<file path="config.mk">
export PLATFORM = sky130hd
export DESIGN_NAME = vmac_array
export DESIGN_NICKNAME = d
export VERILOG_FILES = /design/src/rtl/vmac_array.sv
export SDC_FILE = /design/constraint.sdc
export NUM_CORES = 2
export LEC_CHECK = 0
export ABC_AREA = 1
export BUFFER_PORTS_ARGS = -buffer_cell sky130_fd_sc_hd__clkbuf_2
export CORE_UTILIZATION = 30
export CTS_CLUSTER_DIAMETER = 60
export CTS_CLUSTER_SIZE = 30
export DETAILED_ROUTE_END_ITERATION = 6
export PLACE_DENSITY = 0.54
export SYNTH_ARGS = -nofsm -noshare
export SYNTH_HDL_FRONTEND = slang
export SYNTH_SLANG_ARGS = --single-unit
</file>
<file path="constraint.sdc">
create_clock -name clk -period 7.5 [get_ports clk]
set_input_delay 1.5 -clock clk [delete_from_list [all_inputs] [get_ports clk]]
set_output_delay 1.5 -clock clk [all_outputs]
set_load 0.05 [all_outputs]
</file>
<file path="src/rtl/vmac_array.sv">
// vmac_array: LANES-wide multiply-accumulate pipeline.
//   y[i] = a[i]*b[i] + addend[i], where addend is c[i] or the lane accumulator.
//   Three stages: S0 input register, S1 product register, S2 output/accumulator.
//   Optional saturation, signed or unsigned operation, per-lane bypass mask.
// Ports:
//   clk, rst_n              clock, async active-low reset
//   in_valid/in_ready       input beat handshake
//   a, b                    LANES x EW operands, lane i at [i*EW +: EW]
//   c                       LANES x AW external addend, lane i at [i*AW +: AW]
//   lane_mask               1 = lane bypassed (outputs addend, acc untouched)
//   op_signed/op_sat/op_acc per-beat operation controls
//   out_valid/out_ready     output beat handshake
//   y, y_sat                per-lane result and clamp flag

// Per-lane datapath: the S0->S1 multiplier and the S2 add/clamp.
module vmac_lane #(
    parameter int EW = 16,
    parameter int AW = 32
) (
    input  logic [EW-1:0]     i_a,
    input  logic [EW-1:0]     i_b,
    input  logic              i_mul_sgn,
    output logic [2*EW+1:0]   o_prod,
    input  logic [2*EW+1:0]   i_prod,
    input  logic [AW-1:0]     i_addend,
    input  logic              i_sgn,
    input  logic              i_sat,
    input  logic              i_mask,
    output logic [AW-1:0]     o_y,
    output logic              o_sat
);
    localparam int PW = 2*EW + 2;
    localparam int SW = ((AW > PW) ? AW : PW) + 1;

    // Operands extended to EW+1 bits, then to full product width so a
    // plain multiply yields the correct two's-complement product.
    logic [PW-1:0] w_ax, w_bx;
    assign w_ax = {{(EW+2){i_mul_sgn & i_a[EW-1]}}, i_a};
    assign w_bx = {{(EW+2){i_mul_sgn & i_b[EW-1]}}, i_b};
    assign o_prod = w_ax * w_bx;

    logic [SW-1:0] w_pext, w_aext, w_sum;
    assign w_pext = {{(SW-PW){i_prod[PW-1]}}, i_prod};
    assign w_aext = {{(SW-AW){i_sgn & i_addend[AW-1]}}, i_addend};
    assign w_sum  = w_pext + w_aext;

    // Signed range fits iff bits [SW-1:AW-1] are all equal; unsigned range
    // fits iff the sum is non-negative and bits [SW-1:AW] are zero.
    logic w_shi, w_slo, w_uhi, w_neg;
    assign w_neg = w_sum[SW-1];
    assign w_shi = ~w_neg & (|w_sum[SW-1:AW-1]);
    assign w_slo =  w_neg & ~(&w_sum[SW-1:AW-1]);
    assign w_uhi = ~w_neg & (|w_sum[SW-1:AW]);

    always_comb begin
        o_y   = w_sum[AW-1:0];
        o_sat = 1'b0;
        if (i_mask) begin
            o_y = i_addend;
        end else if (i_sat) begin
            if (i_sgn) begin
                if (w_shi) begin
                    o_y   = {1'b0, {(AW-1){1'b1}}};
                    o_sat = 1'b1;
                end else if (w_slo) begin
                    o_y   = {1'b1, {(AW-1){1'b0}}};
                    o_sat = 1'b1;
                end
            end else begin
                if (w_neg) begin
                    o_y   = '0;
                    o_sat = 1'b1;
                end else if (w_uhi) begin
                    o_y   = '1;
                    o_sat = 1'b1;
                end
            end
        end
    end
endmodule

module vmac_array #(
    parameter int LANES = 4,
    parameter int EW    = 16,
    parameter int AW    = 32
) (
    input  logic                clk,
    input  logic                rst_n,
    input  logic                in_valid,
    output logic                in_ready,
    input  logic [LANES*EW-1:0] a,
    input  logic [LANES*EW-1:0] b,
    input  logic [LANES*AW-1:0] c,
    input  logic [LANES-1:0]    lane_mask,
    input  logic                op_signed,
    input  logic                op_sat,
    input  logic                op_acc,
    output logic                out_valid,
    input  logic                out_ready,
    output logic [LANES*AW-1:0] y,
    output logic [LANES-1:0]    y_sat
);
    localparam int PW = 2*EW + 2;

    logic [LANES-1:0][EW-1:0] w_a, w_b;
    logic [LANES-1:0][AW-1:0] w_c;
    assign w_a = a;
    assign w_b = b;
    assign w_c = c;

    // Per-stage valids: [0]=S0, [1]=S1, [2]=S2 (out_valid).
    logic [2:0] r_vld;
    logic [2:0] w_adv;

    logic [LANES-1:0][EW-1:0] r_a0, r_b0;
    logic [LANES-1:0][AW-1:0] r_c0;
    logic [LANES-1:0]         r_mask0;
    logic                     r_sgn0, r_sat0, r_acc0;

    logic [LANES-1:0][PW-1:0] r_prod1;
    logic [LANES-1:0][AW-1:0] r_c1;
    logic [LANES-1:0]         r_mask1;
    logic                     r_sgn1, r_sat1, r_acc1;

    logic [LANES-1:0][AW-1:0] r_y, r_acc;
    logic [LANES-1:0]         r_ysat;

    logic [LANES-1:0][PW-1:0] w_prod;
    logic [LANES-1:0][AW-1:0] w_addend, w_y;
    logic [LANES-1:0]         w_ysat;

    assign w_adv[2] = ~r_vld[2] | out_ready;
    assign w_adv[1] = ~r_vld[1] | w_adv[2];
    assign w_adv[0] = ~r_vld[0] | w_adv[1];

    assign in_ready  = w_adv[0];
    assign out_valid = r_vld[2];
    assign y         = r_y;
    assign y_sat     = r_ysat;

    for (genvar i = 0; i < LANES; i++) begin : g_lane
        // acc is written on the edge that retires the previous beat, so the
        // beat now in S1 always sees an up-to-date accumulator.
        assign w_addend[i] = r_acc1 ? r_acc[i] : r_c1[i];

        vmac_lane #(.EW(EW), .AW(AW)) u_lane (
            .i_a      (r_a0[i]),
            .i_b      (r_b0[i]),
            .i_mul_sgn(r_sgn0),
            .o_prod   (w_prod[i]),
            .i_prod   (r_prod1[i]),
            .i_addend (w_addend[i]),
            .i_sgn    (r_sgn1),
            .i_sat    (r_sat1),
            .i_mask   (r_mask1[i]),
            .o_y      (w_y[i]),
            .o_sat    (w_ysat[i])
        );
    end

    always_ff @(posedge clk or negedge rst_n) begin
        if (!rst_n) begin
            r_vld   <= '0;
            r_a0    <= '0;
            r_b0    <= '0;
            r_c0    <= '0;
            r_mask0 <= '0;
            r_sgn0  <= 1'b0;
            r_sat0  <= 1'b0;
            r_acc0  <= 1'b0;
            r_prod1 <= '0;
            r_c1    <= '0;
            r_mask1 <= '0;
            r_sgn1  <= 1'b0;
            r_sat1  <= 1'b0;
            r_acc1  <= 1'b0;
            r_y     <= '0;
            r_ysat  <= '0;
            r_acc   <= '0;
        end else begin
            // Data registers only load with a real beat to avoid needless toggling.
            if (w_adv[0]) begin
                r_vld[0] <= in_valid;
                if (in_valid) begin
                    r_a0    <= w_a;
                    r_b0    <= w_b;
                    r_c0    <= w_c;
                    r_mask0 <= lane_mask;
                    r_sgn0  <= op_signed;
                    r_sat0  <= op_sat;
                    r_acc0  <= op_acc;
                end
            end
            if (w_adv[1]) begin
                r_vld[1] <= r_vld[0];
                if (r_vld[0]) begin
                    r_prod1 <= w_prod;
                    r_c1    <= r_c0;
                    r_mask1 <= r_mask0;
                    r_sgn1  <= r_sgn0;
                    r_sat1  <= r_sat0;
                    r_acc1  <= r_acc0;
                end
            end
            if (w_adv[2]) begin
                r_vld[2] <= r_vld[1];
                if (r_vld[1]) begin
                    r_y    <= w_y;
                    r_ysat <= w_ysat;
                    for (int i = 0; i < LANES; i++) begin
                        if (!r_mask1[i]) r_acc[i] <= w_y[i];
                    end
                end
            end
        end
    end
endmodule

</file>
# Yosys cells after proc, flatten, opt, wreduce, memory -nomap -nowiden
# Cells that the tools add are included.
[word_totals] elab_cells=169 mem_bits_ro=0 latch_bits=0 reg_bits=797 ramBits=0 in_bits=267 n_memories=0
[classes] muxes=60 n_reduce_logical=19 n_eq_ne=0 div=0 addsub=4 n_shift=0 mul=4 magnitude_cmp=0 bitwise_logic=42
[ops] cell="two-way mux 32 bit" count=32
[ops] cell="adder 34 x 33 -> 35 bit" count=4
[ops] cell="multiplier 17 x 17 -> 34 bit" count=4
[ops] cell="two-way mux 1 bit" count=28
[ops] cell="AND 1 bit" count=24
[ops] cell="AND reduction 4 bit" count=4
[ops] cell="OR reduction 4 bit" count=4
[ops] cell="inverter 1 bit" count=15
[ops] cell="AND reduction 3 bit" count=4
[ops] cell="OR reduction 3 bit" count=4
[ops] cell="AND reduction 2 bit" count=3
[ops] cell="bitwise OR 1 bit" count=3

# Depth between registers and ports, before layout
[depth] ltp_word=11 depth_mapped=32 depth_no_buf=30

# Modules after synthesis
# Synthesis repeated with hierarchy kept, for this count alone.
[hier_totals] hier_cells=12188 area_unflattened_um2=92453.7
[modules_own_cells] module="vmac_array" cells_each=3442 seq_area_each_um2=19944.1 instances=1 area_per_inst_um2=32104.5
[modules_own_cells] module="vmac_lane at g_lane[3].u_lane" cells_each=2200 seq_area_each_um2=0.0 instances=1 area_per_inst_um2=15242.1
[modules_own_cells] module="vmac_lane at g_lane[0].u_lane" cells_each=2221 seq_area_each_um2=0.0 instances=1 area_per_inst_um2=15189.6
[modules_own_cells] module="vmac_lane at g_lane[2].u_lane" cells_each=2184 seq_area_each_um2=0.0 instances=1 area_per_inst_um2=15137.0
[modules_own_cells] module="vmac_lane at g_lane[1].u_lane" cells_each=2141 seq_area_each_um2=0.0 instances=1 area_per_inst_um2=14780.4

# Worst setup path after synthesis
# Ideal clock, no wire load.
[synth_path] path_kind="reg-to-reg" startpoint="register r_sgn0" endpoint="register r_prod1[96] in the netlist's numbering" stages_incl_launch_ff=29 setup_time_ns=0.118 synth_period_minus_slack_ns=5.995 path_slack_ns=1.505 t_arrival_ns=5.877 required_time_ns=7.382 path_cell_list="dfrtp_1 -> clkbuf_1 -> inv_2 -> clkbuf_1 -> nor2_1 -> fa_1 -> inv_1 -> fa_1 -> inv_1 -> fa_1 -> fa_1 -> fa_1 -> inv_1 -> fa_1 -> inv_1 -> ha_1 -> a21oi_1 -> inv_1 -> a31oi_1 -> inv_1 -> a21oi_1 -> inv_1 -> nand2_1 -> nand2_1 -> nand2_1 -> nand2_1 -> or2_2 -> nand3_1 -> nand2_1"
[synth_between] elab_chain_cells=2 word_cells_on_any_way=3 classes_between="1 x mul; 2 x bitwise"
[synth_lines] item="start: declaration" line="118" text="logic r_sgn0, r_sat0, r_acc0;"
[synth_lines] item="start signal: assignment" line="189" text="r_sgn0 <= op_signed;"
[synth_lines] item="AND 1 bit, on equally long branches" line="38, 39"
[synth_lines] item="multiplier 17 x 17 -> 34 bit (*)" line="40" text="assign o_prod = w_ax * w_bx;"
[synth_lines] item="end signal: assignment" line="197" text="r_prod1 <= w_prod;"
[synth_lines] item="end: declaration" line="120" text="logic [LANES-1:0][PW-1:0] r_prod1;"
# Every way passes the cells marked *; elsewhere a longest branch is shown, timed or not.
# A chain may end at the register's enable or synchronous reset.

# Worst setup path in the final report
[layout_path] startpoint="register r_sgn0" endpoint="register r_prod1[28] in the netlist's numbering"
# The elaborated chain is that of the path after synthesis.

==> insert_results.sql <==
INSERT INTO impl_metrics (metric_group, metric, value, unit) VALUES
('layout', 'layout.cell_area.non_filler', '97600', 'sq um'),
('sta', 'max_slew_violation_count', '0', ''),
('grt', 'antenna_found_initial', '6', ''),
('grt', 'grt_util_all_layers', '18.9', '%'),
('hold_path', 'hold_path.class', 'reg -> reg', ''),
('yosys', 'yosysWarningCount', '0', ''),
('layout', 'finish.net_count', '13000', ''),
('sta', 'max_freq', '0.147', 'GHz'),
('drt', 'topRoutingLayerUsed', 'met5', ''),
('clocking', 'cts.hold.buffers_added', '0', ''),
('clocking', 'worst_setup_hold_path_clk_slew', '90', 'ps'),
('die', 'start_util', '30.2', '%'),
('yosys', 'synth_cell_types', '65', ''),
('sta', 'grt_setup_unrepaired', 'no', ''),
('yosys', 'synth.net_count', '12900', ''),
('drt', 'route.final.wire_length', '276', 'mm'),
('clocking', 'tritoncts.num_buffers', '109', ''),
('sta', 'finalSetupTns', '0', 'ps'),
('drt', 'drt-pass1-iter-count', '6', ''),
('worst_setup_path', 'critPathTopFamily', 'adder cells', ''),
('drt', 'post_drt_via_cell_ratio', '4.61', ''),
('worst_setup_path', 'timing.critical_path.fanout_max', '23', ''),
('sta', 'hold_viol_final', '0', ''),
('yosys', 'postSynthRegisterBits', '797', ''),
('clocking', 'clockRootBuffer', 'clkbuf_16', ''),
('grt', 'first_global_vias', '72600', ''),
('clocking', 'clock_insertion_delay_worst_skew', '910', 'ps'),
('yosys', 'synth_area_leader_cell', 'fa_1', ''),
('drt', 'met3WireLength', '12.0', 'mm'),
('yosys', 'ys_async_sr_fraction', '100', '%'),
('worst_setup_path', 'path_common_cell', 'inv_1', ''),
('worst_setup_path', 'timing.critical_path.slowest_cell_delay', '730', 'ps'),
('drt', 'wl_met1', '121', 'mm'),
('placement', 'port_buffers', '400', ''),
('worst_setup_path', 'path_class', 'reg -> reg', ''),
('sta', 'hold-worst-slack', '420', 'ps'),
('run', 'drv.max_cap_violation_count', '0', ''),
('layout', 'multi_input_area', '57700', 'sq um'),
('drt', 'met2WireLength', '131', 'mm'),
('die', 'boundaryPins', '401', ''),
('yosys', 'edff_count_synth', '0', ''),
('clocking', 'clock_tree.buffer_depth', '4', ''),
('run_status', 'status', 'finished, final reports clean', ''),
('drt', 'antenna_violating_nets_post_route', '0', ''),
('sta', 'slew-limit-headroom', '21.4', '%'),
('sta', 'post-route-min-period', '6810', 'ps'),
('yosys', 'mappedNetlistArea', '88000', 'sq um'),
('die', 'row_count', '198', ''),
('layout', 'layout.filler_cells', '31100', ''),
('sta', 'finClkSkew', '122', 'ps'),
('layout', 'seqCellArea', '20000', 'sq um'),
('worst_setup_path', 'end_kind', 'flip-flop', ''),
('yosys', 'post_synth_main_area_contributors', 'fa_1 27%, dfrtp_1 23%, nand2_1 13%', ''),
('worst_setup_path', 'worstPathRequired', '8210', 'ps'),
('clocking', 'cts_repair_resize_count', '0', ''),
('worst_setup_path', 'setup.worst_path.start_class', 'flip-flop', ''),
('die', 'fp.dieW', '544', 'microns'),
('yosys', 'synth.cells.most_frequent', '3087 x nand2_1, 2219 x inv_1, 1188 x fa_1', ''),
('worst_setup_path', 'worst_ep_arrival_time', '7520', 'ps'),
('die', 'area_inside_the_core_boundary', '291000', 'sq um'),
('sta', 'setup_viol', '0', ''),
('grt', 'wire_length_of_the_first_global_routing_pass', '432', 'mm'),
('placement', 'post-dp-hpwl', '219', 'mm'),
('die', 'design.die.area', '296000', 'sq um'),
('drt', 'vias', '69500', ''),
('yosys', 'post_synth_inst_count', '10900', ''),
('drt', 'routedWlPerCell', '18.3', 'microns'),
('worst_setup_path', 'cp_slowest_cell', 'fa_1', ''),
('drt', 'detailedRoute.firstIterationViolations', '4045', ''),
('clocking', 'cts_sinks', '797', ''),
('grt', 'grt_max_degree', '214', '');
routing by layer:
metal	vias up	GRT usage, %
met2	1347	32.1
met1	34400	24.5
met4	4	7.02
met3	371	2.49
li1	33300	-
met5	-	0
worst paths after layout:
check	start	to	slack, ps	depth (start not counted)
hold / removal	r_c0[55]$_DFFE_PN0P_	r_c1[55]$_DFFE_PN0P_	420	2
setup reg to reg	r_sgn0$_DFFE_PN0P_	r_prod1[28]$_DFFE_PN0P_	690	27
setup / recovery	r_sgn0$_DFFE_PN0P_	r_prod1[28]$_DFFE_PN0P_	690	27
max in group asynchronous	rst_n	r_c1[40]$_DFFE_PN0P_	5210	3
min in group asynchronous	rst_n	r_c0[89]$_DFFE_PN0P_	690	1
hold reg to reg	r_c0[55]$_DFFE_PN0P_	r_c1[55]$_DFFE_PN0P_	420	2
per-stage QoR:
step	worst slack, ps	utilization [%]	std cells
CTS	670	33.5	15100
finish	693	33.5	15100
detailed placement	744	32.2	14900
floorplan	1510	-	10900
global placement	758	32.2	14900
global route	222	33.5	15100
flip-flops by register name, summed over array words and instances, names as in the netlist, 3 cells and up:
signal / cells
r_prod1: 136
y: 128
r_c0: 128
r_mask1: 4
r_c1: 128
r_b0: 64
r_a0: 64
r_acc: 128
r_mask0: 4
r_vld: 3
y_sat: 4
final cells by class:
| cell class | instances | share of cell area, % |
|---|---|---|
| Clock buffer | 114 | 2.88 |
| Inverter | 2232 | 8.60 |
| Tap cell | 3900 | 5.00 |
| Antenna cell | 5 | 0.0128 |
| Sequential cell | 797 | 20.4 |
| Multi-Input combinational cell | 7429 | 59.1 |
| Clock inverter | 85 | 1.06 |
| Timing Repair Buffer | 501 | 2.96 |
cell families after synthesis:
| logic type | Yosys count | share of synthesized area [%] |
|---|---|---|
| mux | 255 | 3.26 |
| fa+ha+maj | 1664 | 33.8 |
| simple gates | 4152 | 19.0 |
| xor+xnor | 217 | 2.16 |
| flops | 797 | 22.7 |
| buf+inv | 2723 | 11.9 |
| compound gates | 1141 | 7.26 |
worst reg2reg max path, delay by kind of cell, from the launching register on:
kind	cells	cell delay, ps
AOI/OAI and AO/OA	3	500
adders and majority gates	7	3520
buffers and inverters	9	1210
DFF	1	510
and+or+nand+nor	8	910
cell usage in the layout (no fill, tap or decap), types with 9 or more instances in the layout:
master / synthesis / routed
nand2_1: 3087 / 3084
inv_1: 2219 / 2216
fa_1: 1188 / 1188
dfrtp_1: 797 / 794
a21oi_1: 538 / 538
nor2_1: 540 / 536
ha_1: 476 / 476
clkbuf_2: 1 / 399
mux2_2: 255 / 255
nand3_1: 242 / 242
o21ai_0: 217 / 217
xnor2_1: 132 / 132
clkbuf_16: 0 / 111
o22ai_1: 105 / 105
buf_4: 7 / 91
xor2_1: 85 / 85
a31oi_1: 75 / 75
o21ai_1: 58 / 58
nand2_2: 55 / 56
or2_2: 51 / 51
nor3_1: 51 / 51
o21bai_1: 42 / 42
nand3b_1: 36 / 36
nand4_1: 29 / 29
inv_6: 0 / 18
inv_8: 0 / 18
a21o_1: 17 / 17
a22oi_1: 17 / 17
clkinv_8: 0 / 16
nand3_2: 13 / 13
nor4_1: 12 / 12
o21a_1: 11 / 11
inv_2: 10 / 10
clkinv_4: 0 / 10
buf_12: 0 / 10
a21boi_0: 9 / 9
nor2_4: 4 / 9
o22a_1: 9 / 9
Power is not shown: default switching activity piles up to over one toggle a cycle in this logic, so the estimate is an artifact.
